$ cat src/rtl/game_pkg.sv
// Shared definitions for the frog game sequencer: FSM state encoding and defaults.
package game_pkg;

  typedef enum logic [2:0] {
    S_IDLE     = 3'd0,
    S_PLAY     = 3'd1,
    S_DEATH    = 3'd2,
    S_LEVEL_UP = 3'd3,
    S_OVER     = 3'd4
  } state_e;

  localparam int unsigned START_LIVES_DEFAULT = 3;

  // Counter width for a count of n, never narrower than one bit.
  function automatic int unsigned cnt_width(input int unsigned n);
    return (n > 1) ? $clog2(n) : 1;
  endfunction

endpackage

$ cat src/rtl/game_flow_controller_if.sv
// Event, button and status signals between the game sequencer and the rest of the game.
interface game_flow_controller_if;

  logic [3:0] i_Buttons;
  logic       i_Frog_At_Top;
  logic       i_Collision;
  logic [2:0] o_State;
  logic       o_Freeze;
  logic       o_Reset_Frog;
  logic       o_Reset_Lives;
  logic [3:0] o_Level;
  logic [1:0] o_Lives;
  logic       o_Game_Over;

  modport master (
    output i_Buttons, i_Frog_At_Top, i_Collision,
    input  o_State, o_Freeze, o_Reset_Frog, o_Reset_Lives, o_Level, o_Lives, o_Game_Over
  );

  modport slave (
    input  i_Buttons, i_Frog_At_Top, i_Collision,
    output o_State, o_Freeze, o_Reset_Frog, o_Reset_Lives, o_Level, o_Lives, o_Game_Over
  );

endinterface

$ cat src/rtl/button_hold_detector.sv
// Start-press edge detector and all-buttons hold counter for forced restart.
module button_hold_detector
  import game_pkg::*;
#(
  parameter int unsigned HOLD = 50_000_000
) (
  input  logic       i_Clk,
  input  logic       i_Rst,
  input  logic [3:0] i_Buttons,
  output logic       o_Start_Press,
  output logic       o_Restart
);

  localparam int unsigned HW = cnt_width(HOLD);

  logic [3:0]    btn_hist_q, btn_hist_d;
  logic [HW-1:0] hold_q, hold_d;
  logic          fired_q, fired_d;
  logic          all_ones;
  logic          at_limit;

  assign all_ones = (i_Buttons == 4'b1111);
  assign at_limit = (hold_q == HW'(HOLD - 1));

  // Once the counter saturates, fired_q blocks further restarts until release.
  always_comb begin
    btn_hist_d    = i_Buttons;
    o_Start_Press = |(i_Buttons & ~btn_hist_q);
    o_Restart     = all_ones && at_limit && !fired_q;
    hold_d        = '0;
    if (all_ones) begin
      hold_d = at_limit ? hold_q : hold_q + HW'(1);
    end
    fired_d = all_ones && (fired_q || o_Restart);
  end

  always_ff @(posedge i_Clk or posedge i_Rst) begin
    if (i_Rst) begin
      btn_hist_q <= '1;
      hold_q     <= '0;
      fired_q    <= 1'b0;
    end else begin
      btn_hist_q <= btn_hist_d;
      hold_q     <= hold_d;
      fired_q    <= fired_d;
    end
  end

endmodule

$ cat src/rtl/game_flow_controller.sv
// Frog game sequencer: play/pause FSM, freeze timer, level and lives registers.
module game_flow_controller
  import game_pkg::*;
#(
  parameter int unsigned MAX_LEVEL    = 9,
  parameter int unsigned START_LIVES  = START_LIVES_DEFAULT,
  parameter int unsigned DEATH_HOLD   = 25_000_000,
  parameter int unsigned WIN_HOLD     = 12_500_000,
  parameter int unsigned RESTART_HOLD = 50_000_000
) (
  input  logic                  i_Clk,
  input  logic                  i_Rst,
  game_flow_controller_if.slave bus
);

  localparam int unsigned TW = cnt_width((DEATH_HOLD > WIN_HOLD) ? DEATH_HOLD : WIN_HOLD);

  state_e        state_q, state_d;
  logic [TW-1:0] timer_q, timer_d;
  logic [3:0]    level_q, level_d;
  logic [1:0]    lives_q, lives_d;
  logic          reset_frog_q, reset_frog_d;
  logic          reset_lives_q, reset_lives_d;
  logic          start_press;
  logic          restart;

  button_hold_detector #(
    .HOLD(RESTART_HOLD)
  ) u_buttons (
    .i_Clk         (i_Clk),
    .i_Rst         (i_Rst),
    .i_Buttons     (bus.i_Buttons),
    .o_Start_Press (start_press),
    .o_Restart     (restart)
  );

  always_comb begin
    state_d       = state_q;
    timer_d       = timer_q;
    level_d       = level_q;
    lives_d       = lives_q;
    reset_frog_d  = 1'b0;
    reset_lives_d = 1'b0;
    if (restart) begin
      state_d       = S_IDLE;
      level_d       = 4'd1;
      lives_d       = 2'(START_LIVES);
      reset_frog_d  = 1'b1;
      reset_lives_d = 1'b1;
    end else begin
      unique case (state_q)
        S_IDLE: begin
          if (start_press) begin
            state_d      = S_PLAY;
            reset_frog_d = 1'b1;
          end
        end
        S_PLAY: begin
          if (bus.i_Collision) begin
            state_d = S_DEATH;
            lives_d = (lives_q != 2'd0) ? lives_q - 2'd1 : 2'd0;
            timer_d = TW'(DEATH_HOLD - 1);
          end else if (bus.i_Frog_At_Top) begin
            state_d = S_LEVEL_UP;
            timer_d = TW'(WIN_HOLD - 1);
          end
        end
        S_DEATH: begin
          if (timer_q == '0) begin
            if (lives_q == 2'd0) begin
              state_d = S_OVER;
            end else begin
              state_d      = S_PLAY;
              reset_frog_d = 1'b1;
            end
          end else begin
            timer_d = timer_q - TW'(1);
          end
        end
        S_LEVEL_UP: begin
          if (timer_q == '0) begin
            state_d      = S_PLAY;
            reset_frog_d = 1'b1;
            level_d      = (level_q >= 4'(MAX_LEVEL)) ? 4'(MAX_LEVEL) : level_q + 4'd1;
          end else begin
            timer_d = timer_q - TW'(1);
          end
        end
        S_OVER: begin
          if (start_press) begin
            state_d       = S_IDLE;
            level_d       = 4'd1;
            lives_d       = 2'(START_LIVES);
            reset_frog_d  = 1'b1;
            reset_lives_d = 1'b1;
          end
        end
        default: state_d = S_IDLE;
      endcase
    end
  end

  always_ff @(posedge i_Clk or posedge i_Rst) begin
    if (i_Rst) begin
      state_q       <= S_IDLE;
      timer_q       <= '0;
      level_q       <= 4'd1;
      lives_q       <= 2'(START_LIVES);
      reset_frog_q  <= 1'b0;
      reset_lives_q <= 1'b0;
    end else begin
      state_q       <= state_d;
      timer_q       <= timer_d;
      level_q       <= level_d;
      lives_q       <= lives_d;
      reset_frog_q  <= reset_frog_d;
      reset_lives_q <= reset_lives_d;
    end
  end

  assign bus.o_State       = state_q;
  assign bus.o_Freeze      = (state_q != S_PLAY);
  assign bus.o_Reset_Frog  = reset_frog_q;
  assign bus.o_Reset_Lives = reset_lives_q;
  assign bus.o_Level       = level_q;
  assign bus.o_Lives       = lives_q;
  assign bus.o_Game_Over   = (state_q == S_OVER);

endmodule

$ cat src/flat_wrapper.sv
// flat-port wrapper written by rule: the top's interface ports become plain ports
module game_flow_controller_flat import game_pkg::*;
#(
  parameter int unsigned MAX_LEVEL    = 9,
  parameter int unsigned START_LIVES  = START_LIVES_DEFAULT,
  parameter int unsigned DEATH_HOLD   = 25_000_000,
  parameter int unsigned WIN_HOLD     = 12_500_000,
  parameter int unsigned RESTART_HOLD = 50_000_000
)
  (i_Clk, i_Rst, bus_i_Buttons, bus_i_Frog_At_Top, bus_i_Collision, bus_o_State, bus_o_Freeze, bus_o_Reset_Frog, bus_o_Reset_Lives, bus_o_Level, bus_o_Lives, bus_o_Game_Over);
  game_flow_controller_if bus_i ();
  input  logic i_Clk;
  input  logic i_Rst;
  input wire logic [$bits(bus_i.i_Buttons)-1:0] bus_i_Buttons;
  input wire logic [$bits(bus_i.i_Frog_At_Top)-1:0] bus_i_Frog_At_Top;
  input wire logic [$bits(bus_i.i_Collision)-1:0] bus_i_Collision;
  output wire logic [$bits(bus_i.o_State)-1:0] bus_o_State;
  output wire logic [$bits(bus_i.o_Freeze)-1:0] bus_o_Freeze;
  output wire logic [$bits(bus_i.o_Reset_Frog)-1:0] bus_o_Reset_Frog;
  output wire logic [$bits(bus_i.o_Reset_Lives)-1:0] bus_o_Reset_Lives;
  output wire logic [$bits(bus_i.o_Level)-1:0] bus_o_Level;
  output wire logic [$bits(bus_i.o_Lives)-1:0] bus_o_Lives;
  output wire logic [$bits(bus_i.o_Game_Over)-1:0] bus_o_Game_Over;
  assign bus_i.i_Buttons = bus_i_Buttons;
  assign bus_i.i_Frog_At_Top = bus_i_Frog_At_Top;
  assign bus_i.i_Collision = bus_i_Collision;
  assign bus_o_State = bus_i.o_State;
  assign bus_o_Freeze = bus_i.o_Freeze;
  assign bus_o_Reset_Frog = bus_i.o_Reset_Frog;
  assign bus_o_Reset_Lives = bus_i.o_Reset_Lives;
  assign bus_o_Level = bus_i.o_Level;
  assign bus_o_Lives = bus_i.o_Lives;
  assign bus_o_Game_Over = bus_i.o_Game_Over;
  game_flow_controller #(.MAX_LEVEL(MAX_LEVEL), .START_LIVES(START_LIVES), .DEATH_HOLD(DEATH_HOLD), .WIN_HOLD(WIN_HOLD), .RESTART_HOLD(RESTART_HOLD)) u_core (.i_Clk(i_Clk), .i_Rst(i_Rst), .bus(bus_i));
endmodule
$ cat config.mk
export PLATFORM = sky130hd
export DESIGN_NAME = game_flow_controller_flat
export DESIGN_NICKNAME = d
export VERILOG_FILES = /design/src/rtl/game_pkg.sv /design/src/rtl/game_flow_controller_if.sv /design/src/rtl/button_hold_detector.sv /design/src/rtl/game_flow_controller.sv /design/src/flat_wrapper.sv
export SDC_FILE = /design/constraint.sdc
export NUM_CORES = 1
export LEC_CHECK = 0
export BUFFER_PORTS_ARGS = -buffer_cell sky130_fd_sc_hd__buf_2
export CAP_MARGIN = 0
export CORE_MARGIN = 4
export CORE_UTILIZATION = 55
export CTS_BUF_LIST = sky130_fd_sc_hd__clkbuf_16
export CTS_CLUSTER_SIZE = 16
export DETAILED_ROUTE_END_ITERATION = 8
export GPL_TIMING_DRIVEN = 1
export HOLD_SLACK_MARGIN = 0.03
export PLACE_DENSITY = 0.73
export SLEW_MARGIN = 20
export SYNTH_ARGS = -nofsm -noshare
export SYNTH_HDL_FRONTEND = slang
export SYNTH_HIERARCHICAL = 1
export SYNTH_SLANG_ARGS = --single-unit
$ cat constraint.sdc
create_clock -name i_Clk -period 3.4 [get_ports i_Clk]
set_input_delay 0.68 -clock i_Clk [delete_from_list [all_inputs] [get_ports i_Clk]]
set_output_delay 0.68 -clock i_Clk [all_outputs]
set_load 0.02 [all_outputs]
==> flow_metrics.env <==
export IMPL_grt_max_degree=37
export IMPL_drt_iter0_drc=344
export IMPL_cp_endpoint="u_core/timer_q[17]"
export IMPL_synth_common_cells="dfrtp_1, nor2_1, nand2_1"
export IMPL_cp_end_kind="flip-flop"
export IMPL_wl_per_cell_um=16.78
export IMPL_ioPinCount=21
export IMPL_post_route_period_util_pct=88.82
export IMPL_fmax_mhz=331.1
export IMPL_r2r_slack_ps=380
export IMPL_tightest_slew_ps=972.8
export IMPL_syn_avg_cell_area_um2=9.524
export IMPL_rows=29
export IMPL_coreArea_um2=6495
export IMPL_cp_arrival_ps=3230
export IMPL_wl_mm=8.422
export IMPL_clk_pin_slew_worst_paths_ps=50
export IMPL_grt_pass1_vias=2989
export IMPL_min_period_ps=3020
export IMPL_finClkSkew_ps=6.046
export IMPL_cts_buffers_inserted=9
export IMPL_root_buffer="clkbuf_16"
export IMPL_slowest_stage="or4_1"
export IMPL_ys_ff_latch=67
export IMPL_leakagePower_uw=0.001815
export IMPL_hpwl_mm=5.678
export IMPL_antennaDiodeCount=0
export IMPL_outcome="completed"
export IMPL_yosys_cell_types_count=67
export IMPL_regToRegEndpoint="u_core/timer_q[17]"
export IMPL_drv_slew=0
export IMPL_syn_nets=408
export IMPL_die_w_um=90.60
export IMPL_nNetsFinal=434
export IMPL_finalHoldViolCount=0
export IMPL_fin_ws_ps=380.1
export IMPL_drive_gt1_share_pct=16.00
export IMPL_io_buffer_count=20
export IMPL_drc=0
export IMPL_synth_flop_cell="dfrtp_1"
export IMPL_grt_overflow_total=0
export IMPL_synth_edff_count=0
export IMPL_htreeDepth=3
export IMPL_utilization_pct=65.58
export IMPL_synth_area_leader_cell="dfrtp_1"
export IMPL_synth_area_top_cells="dfrtp_1, nor2_1, dfstp_2, xor2_1, o21ai_0"
export IMPL_yosys_cell_count_top_type="dfrtp_1"
export IMPL_cpPeakStageDelay_ps=510
export IMPL_place_worst_setup_slack_ps=467.7
export IMPL_yosysSeqAreaShare_pct=44.91
export IMPL_syn_inst=394
export IMPL_start_util_pct=57.77
export IMPL_hold_buffers=0
export IMPL_rsz0062_at_grt="false"
export IMPL_cts_resized_gates=0
export IMPL_slew_headroom_pct=34.86
export IMPL_start_kind="flip-flop"
export IMPL_yosysWarnings=6
export IMPL_clockBufferDepth=2
export IMPL_cts_tree="done"
export IMPL_hold_path_class="input pin to asynchronous set/reset pin"
export IMPL_power_uw=2422
export IMPL_area_growth_pct=13.50
export IMPL_setup_violations=0
export IMPL_regToRegStartpoint="u_core/u_buttons/hold_q[0]"
export IMPL_worst_ep_required_time_ps=3610
export IMPL_post_cts_buffers=0
export IMPL_crit_chain="ha_1, and3_1, nand4_1, nor4_1, nor2_1, o21a_1, o21ai_2, or4_1, a32o_1"
export IMPL_clkLatencyLatePin_ps=330
export IMPL_cts_sinks=67
export IMPL_power_density_nw_per_um2=568.6
export IMPL_async_flop_share_pct=100.0
export IMPL_synth_top_cell_area_share_pct=40.01
export IMPL_path_max_fanout=10
export IMPL_rr_worst_depth=9
export IMPL_fin_tns_setup_ps=0
export IMPL_ir_drop_v=0.0004238
export IMPL_vias_per_cell=6.369
export IMPL_die_area_um2=8208
export IMPL_place_congestion=0.9026
export IMPL_crit_start="u_core/u_buttons/hold_q[0]"
export IMPL_antenna_found_initial=0
export IMPL_critPathKind="flip-flop to flip-flop"
export IMPL_dieHeight_um=90.60
export IMPL_grt_use_total_pct=21.77
export IMPL_vias=3197
export IMPL_antenna_left=0
export IMPL_drtPass1Iterations=5
export IMPL_cap_violations=0
export IMPL_grt_pass1_wl_mm=14.66
export IMPL_syn_cell_area_um2=3752
## area by class of cell
type | instances | area (um2)
clock buffers | 9 | 225.2
clock inverters | 7 | 83.83
fillers | 486 | 2236
inverters | 18 | 67.56
multi-input cells | 298 | 1956
flip-flops and latches | 67 | 1685
well taps | 77 | 96.34
repair buffers | 26 | 145.1
## sequential cells by signal (all words and copies together), names as in the netlist
| register | cells |
|---|---|
| u_core/bus.o_Reset_Frog | 1 |
| u_core/u_buttons/fired_q | 1 |
| u_core/bus.o_Level | 4 |
| u_core/bus.o_State | 3 |
| u_core/bus.o_Lives | 2 |
| u_core/timer_q | 25 |
| u_core/bus.o_Reset_Lives | 1 |
| u_core/u_buttons/hold_q | 26 |
| u_core/u_buttons/btn_hist_q | 4 |
## cell usage in the layout, fill, tap and decap left out, drive strengths merged, types with 4 or more instances in the layout
master  instances
clkbuf          9
o211ai          6
and3            9
nor2           52
xor2           18
buf            26
nor3           19
or4            10
dfstp           7
ha              6
a31oi           5
o31ai           4
inv            19
nand3          13
and4            5
nand2          25
or3             8
o21ai          24
nor4            8
dfrtp          60
xnor2           4
nand4          15
a21oi          13
## per-layer routing
metal / routed length, um / vias to the layer above / GRT usage, %
li1: - / 1528 / -
met3: 479 / 18 / 4.000
met5: 0 / - / 0
met4: 149 / 0 / 8.291
met1: 4154 / 1539 / 33.58
met2: 3639 / 112 / 29.96
## critical path, delay by kind of cell (launching register included)
family	cells	cell delay, ps
compound gates	3	920
fa+ha+maj	1	270
flops	1	420
simple gates	5	1280
## kinds of logic (layout without fill, tap and decap cells)
group,after synthesis,in the layout,share of synthesized area [%]
AOI/OAI and AO/OA,90,90,16.81
xor gates and xnor gates,22,22,5.135
adders and majority gates,6,6,2.001
buffers and inverters,29,60,2.967
DFF,67,67,44.92
muxes,1,1,0.2668
and+or+nand+nor,179,179,27.91
## through the flow
step / instances / instance area, um2 / hold slack, ps
2_1_floorplan: 394 / 3752 / 466.6
3_3_place_gp: 486 / 3950 / 483.2
3_5_place_dp: 486 / 3950 / 486.8
4_1_cts: 502 / 4259 / 456.8
5_1_grt: 502 / 4259 / 476.1
6_report: 502 / 4259 / 433.1
## how the worst min path moves through the flow
stage / to / cells past startpoint / startpoint / slack [ps]
3_5_place_dp: u_core/bus.o_Lives[0] / 2 / u_core/bus.o_Lives[0] / 490
3_3_place_gp: u_core/bus.o_Lives[0] / 2 / u_core/bus.o_Lives[0] / 480
6_report: u_core/u_buttons/hold_q[4] / 2 / i_Rst / 430
5_1_grt: u_core/u_buttons/btn_hist_q[0] / 1 / bus_i_Buttons[0] / 480
2_1_floorplan: u_core/u_buttons/fired_q / 2 / u_core/u_buttons/fired_q / 470
4_1_cts: u_core/u_buttons/hold_q[3] / 2 / i_Rst / 460
## power by group
| group | leakage (uW) | total, uW | switching [uW] | internal [uW] |
|---|---|---|---|---|
| registers | 0.000830 | 1090 | 167 | 919 |
| clock network | 0.000152 | 969 | 337 | 632 |
| logic | 0.000833 | 367 | 203 | 164 |
| total | 0.00181 | 2420 | 707 | 1720 |
Note: power is estimated with default switching activity, not from simulation.
